[src/rtl/fifo_feed_scheduler.sv]
// fifo_feed_scheduler
// Round-robin arbiter and read sequencer feeding a fixed-depth shift-register
// FIFO. A granted burst issues one buffer read per cycle and marks the
// matching FIFO input as valid one cycle later. The block then waits for the
// last row to leave the FIFO and reports completion.

module fifo_feed_scheduler #(
  parameter int SIZE   = 4,
  parameter int ADDR_W = 8,
  parameter int LEN_W  = 8
) (
  input  logic              clk,
  input  logic              reset,
  input  logic [1:0]        req,
  input  logic [ADDR_W-1:0] base0,
  input  logic [LEN_W-1:0]  len0,
  input  logic [ADDR_W-1:0] base1,
  input  logic [LEN_W-1:0]  len1,
  output logic [1:0]        ack,
  output logic              rd_en,
  output logic [ADDR_W-1:0] rd_addr,
  output logic              feed_valid,
  output logic              busy,
  output logic              done,
  output logic              done_id
);

  // Drain counter must hold the value SIZE.
  localparam int DW = $clog2(SIZE + 2);

  typedef enum logic [1:0] {IDLE, FEED, DRAIN, DONE} state_t;

  state_t             state, state_next;
  logic               rr, rr_next;
  logic               owner, owner_next;
  logic [LEN_W-1:0]   remain, remain_next;
  logic [DW-1:0]      drain_cnt, drain_cnt_next;
  logic [1:0]         ack_next;
  logic               rd_en_next;
  logic [ADDR_W-1:0]  rd_addr_next;
  logic               done_next;
  logic               done_id_next;
  logic               grant;
  logic [ADDR_W-1:0]  sel_base;
  logic [LEN_W-1:0]   sel_len;

  // Arbitration choice and sampled burst parameters of the winning requester.
  always_comb begin
    grant    = (req == 2'b11) ? rr : req[1];
    sel_base = grant ? base1 : base0;
    sel_len  = grant ? len1  : len0;
  end

  // Next-state and next-output logic; every output is registered below.
  always_comb begin
    state_next     = state;
    rr_next        = rr;
    owner_next     = owner;
    remain_next    = remain;
    drain_cnt_next = drain_cnt;
    ack_next       = 2'b00;
    rd_en_next     = 1'b0;
    rd_addr_next   = rd_addr;
    done_next      = 1'b0;
    done_id_next   = done_id;
    case (state)
      IDLE: begin
        if (req != 2'b00) begin
          owner_next = grant;
          rr_next    = ~grant;
          ack_next   = grant ? 2'b10 : 2'b01;
          if (sel_len == '0) begin
            state_next = DONE;
          end else begin
            state_next   = FEED;
            rd_en_next   = 1'b1;
            rd_addr_next = sel_base;
            remain_next  = sel_len - LEN_W'(1);
          end
        end
      end
      FEED: begin
        if (remain == '0) begin
          state_next     = DRAIN;
          drain_cnt_next = DW'(SIZE);
        end else begin
          rd_en_next   = 1'b1;
          rd_addr_next = rd_addr + ADDR_W'(1);
          remain_next  = remain - LEN_W'(1);
        end
      end
      DRAIN: begin
        // SIZE+1 cycles: the final valid FIFO input plus SIZE stages.
        if (drain_cnt == '0) begin
          state_next   = DONE;
          done_next    = 1'b1;
          done_id_next = owner;
        end else begin
          drain_cnt_next = drain_cnt - DW'(1);
        end
      end
      DONE: begin
        // A zero-length burst enters here with the ack cycle, so done is
        // raised one cycle later; otherwise done is already up and we leave.
        if (done) begin
          state_next = IDLE;
        end else begin
          done_next    = 1'b1;
          done_id_next = owner;
        end
      end
      default: state_next = IDLE;
    endcase
  end

  // State and output registers with asynchronous clear.
  always_ff @(posedge clk or posedge reset) begin
    if (reset) begin
      state      <= IDLE;
      rr         <= 1'b0;
      owner      <= 1'b0;
      remain     <= '0;
      drain_cnt  <= '0;
      ack        <= 2'b00;
      rd_en      <= 1'b0;
      rd_addr    <= '0;
      feed_valid <= 1'b0;
      busy       <= 1'b0;
      done       <= 1'b0;
      done_id    <= 1'b0;
    end else begin
      state      <= state_next;
      rr         <= rr_next;
      owner      <= owner_next;
      remain     <= remain_next;
      drain_cnt  <= drain_cnt_next;
      ack        <= ack_next;
      rd_en      <= rd_en_next;
      rd_addr    <= rd_addr_next;
      feed_valid <= rd_en;
      busy       <= (state_next != IDLE);
      done       <= done_next;
      done_id    <= done_id_next;
    end
  end

endmodule

[config.mk]
export PLATFORM = sky130hd
export DESIGN_NAME = fifo_feed_scheduler
export DESIGN_NICKNAME = d
export VERILOG_FILES = /design/src/rtl/fifo_feed_scheduler.sv
export SDC_FILE = /design/constraint.sdc
export NUM_CORES = 1
export LEC_CHECK = 0
export CAP_MARGIN = 25
export CORE_MARGIN = 3
export CORE_UTILIZATION = 30
export CTS_CLUSTER_DIAMETER = 30
export DETAILED_ROUTE_END_ITERATION = 10
export PLACE_DENSITY = 0.52
export SLEW_MARGIN = 15
export SYNTH_ARGS = -nofsm -noshare
export SYNTH_HDL_FRONTEND = slang
export SYNTH_SLANG_ARGS = --single-unit
[constraint.sdc]
create_clock -name clk -period 2.4 [get_ports clk]
set_input_delay 0.48 -clock clk [delete_from_list [all_inputs] [get_ports clk]]
set_output_delay 0.48 -clock clk [all_outputs]
set_load 0.005 [all_outputs]
==> qor.yml <==
power:
  powerDensity_nw_per_um2: 1060
  leakage_nw: 1.29
  ir_drop_mv: 0.506
logic_synthesis:
  synth_edf_count: 0
  synth_fp_nets: 268
  synth_area_um2: 2030
  syn_inst: 228
  ys_warn_count: 0
  ys.flop_type: "dfrtp_1"
  ys_ff_latch: 30
  synth-async-reset-ratio: 1.00
  ys_types: 62
  ys_seq_area_frac: 0.370
  avgSynthCellArea_um2: 8.89
place:
  placedInstanceArea_um2: 2840
  dpl.hpwl_mm: 4.35
  port-buffer-count: 50
  dpl_worst_slack_ns: -0.292
  place.gp.congestion: 0.808
  dp.cells: 383
worst_setup_path:
  path_cells: "clkdlybuf4s50_1 > nor4_1 > o211ai_1 > a221o_1 > a21oi_2 > buf_4 > a21oi_1 > o22a_1"
  crit_type: "input pin to flip-flop"
  cp_slowest_cell: "clkdlybuf4s50_1"
  cp.arrival_ns: 2.40
  r2r_setup_slack_ns: 0.31
  cp-start-kind: "input pin"
  r2r_cells: 7
  r2r-end: "rd_addr[5]"
  worst-path-max-fanout: 14
  critPathMaxStageDelay_ns: 0.43
  critical_path_required_ns: 2.56
  crit_end: "rd_addr[5]"
  r2r-start: "remain[1]"
  worstSetupEndpointType: "flip-flop"
  critPathLaunch: "len0[3]"
cells_and_area:
  n_antenna_cell: 0
  drive_gt1_frac: 0.222
  final_nets: 354
  multiInputGateArea_um2: 1170
  layout_commonest_cell: "clkdlybuf4s50_1"
  areaGrowthSynthToFinish_pct: 45.7
  nFillCells: 663
  utilization: 0.457
  final_cell_mix: "clkdlybuf4s50_1 (49), buf_4 (40), nand2_1 (33)"
  regArea_um2: 751
  final_cell_count_no_fill: 392
  design_area_um2: 2950
timing:
  worst_slew_pin_slew_ns: 0.387
  fin_tns_setup_ns: 0
  period_share: 0.935
  slew_headroom: 0.742
  finClkSkew_ns: 0.00998
  fmax_mhz: 445
  setup_violations: 0
  fin_ws_ns: 0.155
  rsz0062_at_grt: "false"
  slew_violations: 0
  post-route-min-period_ns: 2.24
  final-hold-violation-count: 0
global_route:
  grt_pass1_vias: 1899
  grt_max_degree: 31
  overflow: 0
  grt_pass1_wl_mm: 9.08
  antenna_found_initial: 0
  track_usage: 0.149
drt:
  drt_iter0_drc: 91
  antenna_left: 0
  routedWlPerCell_um: 14.1
  num_vias: 1971
  via_per_inst: 5.03
  totalWireLength_mm: 5.53
  drc_errors: 0
  dr.pass1.iters: 4
die:
  initial_core_util: 0.314
  die_w_um: 88.2
  io_pins: 51
  die_area_um2: 7780
  fp-row-count: 29
  die_h_um: 88.2
  core-area_um2: 6460
clock_tree:
  hold_buffers: 0
  clk_pin_slew_ns: 0.07
  clk_path_buf_depth: 2
  htree_levels: 2
  clkLatencyLatePin_ns: 0.28
  cts_buffers: 5
  cts_tree: "done"
  clkSinkCount: 30
  root_buffer: "clkbuf_8"
flow_run:
  cap_violations: 0
status:
  outcome: "completed"
min_path:
  min_path_type: "flip-flop to flip-flop"
-- registers in the layout, summed over array words and instances, names as in the netlist --
signal,flops
rd_en,1
rr,1
done_id,1
drain_cnt,3
remain,8
done,1
feed_valid,1
state,2
owner,1
ack,2
rd_addr,8
busy,1
-- where the power goes --
group	switching [mW]	internal [mW]	leakage, nW
clock network	0.195	0.230	0.0472
registers	0.195	0.716	0.356
logic	0.838	0.948	0.883
-- area by class of cell --
| class | count | share of cell area |
|---|---|---|
| inverters | 11 | 0.0140 |
| clock inverters | 2 | 0.00424 |
| flip-flops and latches | 30 | 0.254 |
| repair buffers | 90 | 0.272 |
| multi-input cells | 176 | 0.395 |
| well taps | 77 | 0.0326 |
| clock buffers | 6 | 0.0280 |
-- how the worst min path moves through the flow --
stage	cells past startpoint	slack [ns]	to	start
2_1_floorplan	0	0.38	feed_valid	rd_en
3_3_place_gp	0	0.36	feed_valid	rd_en
3_5_place_dp	0	0.36	feed_valid	rd_en
4_1_cts	0	0.38	feed_valid	rd_en
5_1_grt	0	0.40	feed_valid	rd_en
6_report	0	0.37	feed_valid	rd_en
-- Yosys cell counts (3+ instances only) --
| master | instances | area [µm²] |
|---|---|---|
| nand3_1 | 8 | 40.0 |
| a31oi_1 | 5 | 31.3 |
| nand2b_1 | 3 | 18.8 |
| nor2_1 | 20 | 75.1 |
| buf_6 | 3 | 33.8 |
| a21boi_1 | 4 | 30.0 |
| o21ai_0 | 10 | 50.1 |
| o22a_1 | 5 | 43.8 |
| a32oi_1 | 3 | 26.3 |
| dfrtp_1 | 30 | 751 |
| buf_2 | 3 | 15.0 |
| mux2i_1 | 7 | 70.1 |
| nor3_1 | 4 | 20.0 |
| nand2_1 | 33 | 124 |
| ha_1 | 4 | 50.1 |
| o21ai_1 | 5 | 25.0 |
| a21oi_1 | 13 | 65.1 |
| and3_1 | 3 | 18.8 |
| inv_1 | 10 | 37.5 |
-- repair_timing --
| item | in CTS | in global routing |
|---|---|---|
| endpoints found under the setup margin | 0 | 13 |
| setup buffers | 0 | 1 |
| gates resized for setup | 0 | 4 |
-- metal layers --
metal	GRT usage	up-vias	routed length [µm]
met1	0.210	937	2670
met5	0	-	0
li1	-	1000	-
met2	0.231	30	2640
met3	0.0301	4	146
met4	0.0453	0	72
-- critical path: cells and delay by family --
family	cells	cell delay [ns]
AND/OR/NAND/NOR	1	0.28
buffers and inverters	2	0.65
AO/OA/AOI/OAI	5	0.99
-- per-stage QoR --
step	hold WS (ns)	power (mW)
after global placement	0.363	2.68
after floorplan	0.376	1.96
after detailed placement	0.361	2.70
after CTS	0.378	3.14
final	0.375	3.12
after global routing	0.396	3.39
-- cell families after synthesis --
group	count (synthesis)	synth area share
adders and majority gates	4	0.0247
buffers and inverters	22	0.0574
muxes	8	0.0401
xor gates and xnor gates	2	0.00864
and+or+nand+nor	94	0.247
AOI/OAI and AO/OA	68	0.252
DFF	30	0.370
Power figures use the tool's default switching activity.
